--- src/rtl/lane_stripe_ctrl_1x2.sv ---
// lane_stripe_ctrl_1x2: stripes a framed byte stream across two lanes,
// padding odd-length packets on lane 1 so each packet starts on lane 0.
module lane_stripe_ctrl_1x2 #(
  parameter int                 DATA_W   = 8,
  parameter logic [DATA_W-1:0]  PAD_BYTE = 8'hF7,
  parameter int                 MAX_LEN  = 64
) (
  input  logic              clk,
  input  logic              reset_L,
  input  logic              validIn,
  input  logic [DATA_W-1:0] In,
  input  logic              eopIn,
  output logic              readyIn,
  input  logic              ready0,
  input  logic              ready1,
  output logic              outValid0,
  output logic [DATA_W-1:0] data_out0,
  output logic              outValid1,
  output logic [DATA_W-1:0] data_out1,
  output logic [7:0]        pkt_cnt,
  output logic [6:0]        byte_cnt,
  output logic              err_overlen
);

  typedef enum logic [1:0] {
    L0  = 2'd0,
    L1  = 2'd1,
    PAD = 2'd2
  } state_t;

  state_t r_state;
  state_t w_next;

  logic w_acc;
  logic w_wr0;
  logic w_wr1;
  logic w_pad_go;
  logic w_done;
  logic [7:0] w_cnt_nxt;
  logic w_over;

  always_ff @(posedge clk) begin
    if (!reset_L) begin
      r_state <= L0;
    end else begin
      r_state <= w_next;
    end
  end

  always_comb begin
    w_next = r_state;
    unique case (r_state)
      L0: begin
        if (w_acc) begin
          w_next = eopIn ? PAD : L1;
        end
      end
      L1: begin
        if (w_acc) begin
          w_next = L0;
        end
      end
      PAD: begin
        if (ready1) begin
          w_next = L0;
        end
      end
      default: w_next = L0;
    endcase
  end

  always_comb begin
    readyIn  = 1'b0;
    w_pad_go = 1'b0;
    unique case (r_state)
      L0:      readyIn  = reset_L & ready0;
      L1:      readyIn  = reset_L & ready1;
      PAD:     w_pad_go = reset_L & ready1;
      default: readyIn  = 1'b0;
    endcase
    w_acc  = validIn & readyIn;
    w_wr0  = w_acc & (r_state == L0);
    w_wr1  = w_acc & (r_state == L1);
    w_done = (w_wr1 & eopIn) | w_pad_go;
  end

  // byte count saturates at 127; overflow bit of the 8-bit sum marks it
  always_comb begin
    w_cnt_nxt = {1'b0, byte_cnt} + 8'd1;
    w_over    = w_acc & ~eopIn &
                (int'(w_cnt_nxt) >= MAX_LEN);
  end

  always_ff @(posedge clk) begin
    if (!reset_L) begin
      outValid0 <= 1'b0;
      data_out0 <= '0;
    end else begin
      outValid0 <= w_wr0;
      if (w_wr0) begin
        data_out0 <= In;
      end
    end
  end

  always_ff @(posedge clk) begin
    if (!reset_L) begin
      outValid1 <= 1'b0;
      data_out1 <= '0;
    end else begin
      outValid1 <= w_wr1 | w_pad_go;
      if (w_pad_go) begin
        data_out1 <= PAD_BYTE;
      end else if (w_wr1) begin
        data_out1 <= In;
      end
    end
  end

  always_ff @(posedge clk) begin
    if (!reset_L) begin
      pkt_cnt <= '0;
    end else if (w_done) begin
      pkt_cnt <= pkt_cnt + 8'd1;
    end
  end

  always_ff @(posedge clk) begin
    if (!reset_L) begin
      byte_cnt <= '0;
    end else if (w_done) begin
      byte_cnt <= '0;
    end else if (w_acc && !w_cnt_nxt[7]) begin
      byte_cnt <= w_cnt_nxt[6:0];
    end
  end

  always_ff @(posedge clk) begin
    if (!reset_L) begin
      err_overlen <= 1'b0;
    end else if (w_over) begin
      err_overlen <= 1'b1;
    end
  end

endmodule

--- config.mk ---
export PLATFORM = sky130hd
export DESIGN_NAME = lane_stripe_ctrl_1x2
export DESIGN_NICKNAME = d
export VERILOG_FILES = /design/src/rtl/lane_stripe_ctrl_1x2.sv
export SDC_FILE = /design/constraint.sdc
export NUM_CORES = 1
export LEC_CHECK = 0
export CAP_MARGIN = 25
export CORE_ASPECT_RATIO = 1.2
export CORE_MARGIN = 2
export CORE_UTILIZATION = 40
export CTS_CLUSTER_DIAMETER = 150
export DETAILED_ROUTE_END_ITERATION = 12
export PLACE_DENSITY = 0.73
export SETUP_SLACK_MARGIN = 0.2
export SYNTH_ARGS = -nofsm -noshare
export SYNTH_HDL_FRONTEND = slang
export SYNTH_SLANG_ARGS = --single-unit
--- constraint.sdc ---
create_clock -name clk -period 1.45 [get_ports clk]
set_input_delay 0.29 -clock clk [delete_from_list [all_inputs] [get_ports clk]]
set_output_delay 0.29 -clock clk [all_outputs]
set_load 0.05 [all_outputs]
==> results of run 1 <==
==> cell usage after synthesis (all sizes together) <==
master  number  area share [%]
nand4        3             1.2
o31ai        5             2.4
o41ai        2             1.1
or2          1            0.56
or3          1            0.40
a311o        1            0.64
nand3b       3             1.4
buf          6             2.9
or4          3             1.4
a21oi       10             3.2
nand4b       1            0.56
nand2b       5             2.2
xnor2        2             1.1
mux2i       14             9.2
nor3         1            0.32
ha           2             1.6
nor2        28             6.7
o21ai        4             1.3
nand3        7             2.2
nor4         2            0.80
and3         1            0.40
a211oi       8             3.8
o311ai       2             1.1
a311oi       1            0.56
dfxtp       36              46
inv          2            0.48
a21o         1            0.48
and4         1            0.56
o211ai       1            0.48
and3b        1            0.64
clkbuf       2            0.48
nand2       12             2.9
and4b        1            0.64
==> worst max-delay path by stage <==
stage	end	startpoint	cells past startpoint
6_report	data_out0[3]	r_state[0]	6
4_1_cts	data_out0[2]	r_state[0]	6
2_1_floorplan	byte_cnt[2]	r_state[0]	6
5_1_grt	data_out0[3]	r_state[0]	6
3_3_place_gp	byte_cnt[5]	ready1	5
3_5_place_dp	pkt_cnt[6]	reset_L	6
==> what timing repair did <==
action	4_1_cts	5_1_grt
endpoints found under the setup margin	37	36
buffers inserted	1	3
gates resized for setup	26	62
hold buffers	0	0
pin swaps	9	16
==> worst min-delay path: stages <==
cell	delay, ns
dlygate4sd2_1	0.26
nand2_1	0.13
o31ai_4	0.08
==> registers in the layout, indices dropped and copies added, names as in the netlist <==
name and flops:
data_out0 8, data_out1 8, pkt_cnt 8, byte_cnt 7, r_state 2, err_overlen 1, outValid0 1, outValid1 1
==> cell type report <==
class / instances / area share (%)
clock buffer: 6 / 2.642
clock inverter: 2 / 0.3203
inverter: 2 / 0.2402
multi-input combinational: 124 / 36.11
sequential: 36 / 24.10
tap: 52 / 2.082
timing repair buffer: 74 / 34.51
==> stage by stage <==
step	setup slack (ns)	instance area (um2)	hold WS, ns
finish	-0.1865	3126	0.5075
global route	-0.2713	3126	0.4963
CTS	-0.1237	2816	0.4297
detailed placement	-0.5009	2641	0.5029
global placement	-0.4351	2641	0.4880
floorplan	-0.03076	1619	0.3937
==> cells by family (layout without fill, tap and decap cells) <==
group,after synthesis,in the layout,share of synthesized area (%)
xor+xnor,2,2,1.121
fa+ha+maj,2,2,1.601
buf+inv,10,84,3.843
mux,14,14,9.207
flops,36,36,46.12
simple gates,71,71,22.98
compound gates,35,35,15.13
==> report_power, final <==
group	switching (mW)	leakage, nW	internal, mW
sequential	0.0262	0.300	0.999
clock	0.379	0.0510	0.379
combinational	0.188	0.811	0.183
==> metal layers <==
layer  track usage [%]  up-vias
met4             8.696        0
met1             27.17      791
met5                 0        -
met2             36.76       69
li1                  -      768
met3             6.595       19
==> results_dict.tcl, run 1 <==
set metrics [dict create \
    clock_path_buffers 2 \
    gr-total-overflow 0 \
    max_cap_viol_count 0 \
    root_buffer "clkbuf_8" \
    clock_sinks 36 \
    final_util_pct 84.62 \
    rr_startpoint "r_state[0]" \
    leakagePower_nw 1.161 \
    final-setup-viol-count 15 \
    cp_common_cell "buf_4" \
    layout_commonest_cell "buf_12" \
    vias_per_cell 5.564 \
    drive_above_1_share_pct 56.15 \
    layout_common_cells "37 x buf_12, 22 x dfxtp_1, 19 x nor2_1" \
    crit_required_ns 1.63 \
    grt_max_degree 21 \
    hold_class "input port to flip-flop" \
    r2r_slack_ns -0.19 \
    worst_slack_ns -0.1865 \
    synth_nets 186 \
    drt_wl_total_um 5304 \
    hold_viol 0 \
    maxUsedRoutingLayer "met4" \
    fmax_mhz 611.1 \
    initial_core_util_pct 42.31 \
    end_kind "flip-flop" \
    dieArea_um2 4425 \
    wl_met3_um 282 \
    fin_setup_tns_ns -1.605 \
    ys_ff_latch 36 \
    post-place-cells 284 \
    grt_pass1_wl_um 7493 \
    grt_pass1_vias 1647 \
    syn-mean-instance-area_um2 9.193 \
    die_h_um 72.47 \
    synth-seq-area-share_pct 46.12 \
    portBuffers 48 \
    ff_latch_area_um2 753.2 \
    die_x_um 61.06 \
    path_clk_slew_ns 0.07 \
    slew-limit-headroom_pct 75.38 \
    violations "negative setup slack" \
    cp.arrival_ns 1.82 \
    whs_endpoint "err_overlen" \
    ir_worst_vdd_uv 914.7 \
    cts_tree "yes" \
    clock_skew_ns 0.004485 \
    critPathKind "flip-flop to flip-flop" \
    fill_cells 185 \
    postRouteAntennaNets 0 \
    synthCells 170 \
    worst-path-buf-inv 3 \
    multiInputGateArea_um2 1129 \
    area_growth_pct 100.0 \
    synth.distinct_cells 37 \
    grt_usage_pct 22.46 \
    antenna_cells 0 \
    io_pins 49 \
    rsz0062_at_grt "yes" \
    layoutNonFillerInstCount 296 \
    crit-reg2reg-capture "data_out0[3]" \
    dr_total_vias 1647 \
    antenna_found_initial 0 \
    clock_latency_ns 0.29 \
    ff2ff_path_depth 6 \
    wl_met2_um 2844 \
    cp_slowest_cell "dfxtp_4" \
    wl_per_cell_um 17.92 \
    period_minus_slack_ns 1.636 \
    fp-row-count 24 \
    met1_length_um 2042 \
    drv_slew 0 \
    hp-start "reset_L" \
    cp-start-kind "flip-flop" \
    path_max_fanout 9 \
    nets 259 \
    outcome "finished with violations" \
    hpwl_um 3091 \
    place_congestion 0.9496 \
    cp_cell_sequence "buf_6 -> buf_4 -> nor4_2 -> buf_4 -> mux2i_1 -> nor2_1" \
    post-route-period-util_pct 112.9 \
    yosysWarnings 0 \
    htreeDepth 2 \
    worst_slew_pin_slew_ns 0.3694 \
    drtIter0Drc 116 \
    core_um2 3694 \
    fin_total_pwr_mw 2.154 \
    netlist_area_um2 1563 \
    cts_made_buffers 5 \
    p_per_area_nw_per_um2 689.3 \
    max_stage_delay_ns 0.37 \
    hold_depth 3 \
    crit_family "buffers and inverters" \
    route.detailed.drc 0 \
    drt-pass1-iter-count 4 \
]
Note: power is estimated with default switching activity, not from simulation.
==> run 2: changes to the inputs <==
CORE_UTILIZATION = 41   (was 40)
PLACE_DENSITY = 0.87   (was 0.73)
==> run 2 against run 1 <==
Effect of this change:
- the run still ends with negative setup slack left
- final cell count rose by 4.7%
- combinational power rose by 10%
- sequential cell count did not move
- sequential power barely moved
- critical endpoint is now byte_cnt[5]
- critical path depth fell by 2
- via count rose by 6.9%
- non-clock buffer count rose by 14
- first-iteration DRC count rose by 47%
- routed wire length rose by 19%
- highest routed layer unchanged
==> results_dict.tcl, run 2 (synthesized netlist as in run 1, its figures left out) <==
set metrics [dict create \
    hold_class "flip-flop to flip-flop" \
    fin_setup_tns_ns -2.483 \
    hp-start "byte_cnt[1]" \
    drive_above_1_share_pct 48.45 \
    path_max_fanout 8 \
    leakagePower_nw 1.183 \
    path_clk_slew_ns 0.08 \
    cp-start-kind "flip-flop" \
    grt_usage_pct 29.08 \
    cts_made_buffers 5 \
    dr_total_vias 1761 \
    cts_hold_buf 0 \
    grt_pass1_wl_um 9204 \
    hold_viol 0 \
    vias_per_cell 5.681 \
    drt-pass1-iter-count 4 \
    wl_per_cell_um 20.42 \
    die_x_um 60.36 \
    fmax_mhz 606.8 \
    crit_required_ns 1.66 \
    multiInputGateArea_um2 1005 \
    layout_commonest_cell "buf_12" \
    hold_slack_ns 0.5065 \
    antenna_found_initial 0 \
    cp_cell_sequence "nand3b_1 -> or2_4 -> or4_1 -> a21oi_1" \
    ff2ff_path_depth 4 \
    clock_skew_ns 0.006796 \
    ir_worst_vdd_uv 777.9 \
    place_congestion 0.8825 \
    worst_slack_ns -0.1979 \
    p_per_area_nw_per_um2 732.7 \
    clock_sinks 36 \
    grt_max_degree 21 \
    post-route-period-util_pct 113.6 \
    final-setup-viol-count 29 \
    whs_endpoint "byte_cnt[1]" \
    portBuffers 48 \
    violations "negative setup slack" \
    drv_slew 0 \
    outcome "finished with violations" \
    nets 273 \
    route.detailed.drc 0 \
    rr_startpoint "r_state[1]" \
    clock_path_buffers 2 \
    antenna_cells 0 \
    period_minus_slack_ns 1.648 \
    hold_depth 2 \
    area_growth_pct 102.3 \
    drt_wl_total_um 6329 \
    io_pins 49 \
    slew-limit-headroom_pct 78.30 \
    core_um2 3633 \
    r2r_slack_ns -0.20 \
    crit-reg2reg-capture "byte_cnt[5]" \
    hpwl_um 3402 \
    critPathKind "flip-flop to flip-flop" \
    clock_latency_ns 0.29 \
    grt_pass1_vias 1868 \
    initial_core_util_pct 43.01 \
    max_stage_delay_ns 0.48 \
    worst_slew_pin_slew_ns 0.3228 \
    fp-row-count 24 \
    fin_total_pwr_mw 2.317 \
    max_cap_viol_count 0 \
    htreeDepth 2 \
    rsz0062_at_grt "yes" \
    drtIter0Drc 170 \
    dieArea_um2 4324 \
    root_buffer "clkbuf_8" \
    end_kind "flip-flop" \
    ff_latch_area_um2 750.7 \
    postRouteAntennaNets 0 \
    pre_cts_ws_ns -0.5238 \
    cp_slowest_cell "or4_1" \
    largestRegisters "data_out0 x8, data_out1 x8, pkt_cnt x8" \
    cts_tree "yes" \
    gr-total-overflow 0 \
    layout_common_cells "37 x buf_12, 25 x nor2_1, 22 x buf_4, 22 x dfxtp_1, 15 x buf_6" \
    fill_cells 173 \
    die_h_um 71.63 \
    cp.arrival_ns 1.86 \
]
run 2: cell types whose count changed in the layout (fill, tap and decap cells not counted), moves of 3 or more:
| cell | before | now |
|---|---|---|
| nor2_1 | 19 | 25 |
| or4_1 | 0 | 3 |
| a21oi_2 | 7 | 4 |
| a211oi_1 | 0 | 7 |
| buf_6 | 9 | 15 |
| a21oi_1 | 2 | 5 |
| or4_4 | 3 | 0 |
| nand3_2 | 5 | 1 |
| nand3_1 | 2 | 5 |
| nor2_4 | 9 | 3 |
| buf_4 | 15 | 22 |
| a211oi_2 | 8 | 0 |
run 2: repair_timing:
action                     4_1_cts  5_1_grt
buffers inserted                 7        4
gates resized for setup         48       15
pin swaps                       16       12
gates cloned                     2        0
setup endpoints to repair       37       37
run 2: power by group:
| part | switching (mW) | leakage, nW | internal (mW) |
|---|---|---|---|
| logic | 0.205 | 0.828 | 0.202 |
| registers | 0.0244 | 0.300 | 1.00 |
| clock network | 0.374 | 0.0552 | 0.510 |
run 2: worst max-delay path by stage:
| stage | start | depth (start not counted) | to | slack (ns) |
|---|---|---|---|---|
| 2_1_floorplan | r_state[0] | 6 | byte_cnt[2] | -0.03 |
| 3_3_place_gp | reset_L | 5 | byte_cnt[5] | -0.47 |
| 3_5_place_dp | reset_L | 5 | byte_cnt[5] | -0.52 |
| 4_1_cts | r_state[1] | 6 | data_out0[4] | -0.1 |
| 5_1_grt | r_state[0] | 7 | pkt_cnt[6] | -0.27 |
| 6_report | r_state[1] | 4 | byte_cnt[5] | -0.20 |
run 2: metrics by stage:
stage               cells  utilization, %  cell area, um2
floorplan             170               -            1619
detailed placement    289           73.73            2679
CTS                   306           83.78            3044
global placement      289           73.73            2679
finish                310           87.02            3162
global route          310           87.02            3162
run 2: routing by layer:
metal | GRT usage, % | vias up | share of wire (%)
met2 | 53.26 | 74 | 57
met5 | 0 | - | 0
met3 | 5.957 | 17 | 4.6
met1 | 29.55 | 873 | 35
li1 | - | 797 | -
met4 | 15.80 | 0 | 3.3
run 2: final cells by class:
cell class	instances	area share [%]
clock buffer	6	2.295
multi-input combinational	124	31.78
timing repair buffer	88	38.78
tap	52	2.058
inverter	2	0.2374
clock inverter	2	1.108
sequential	36	23.74
run 2: critical path, delay by kind of cell (launching register included):
kind | cells | cell delay, ns
simple gates | 3 | 1.05
flops | 1 | 0.35
compound gates | 1 | 0.17
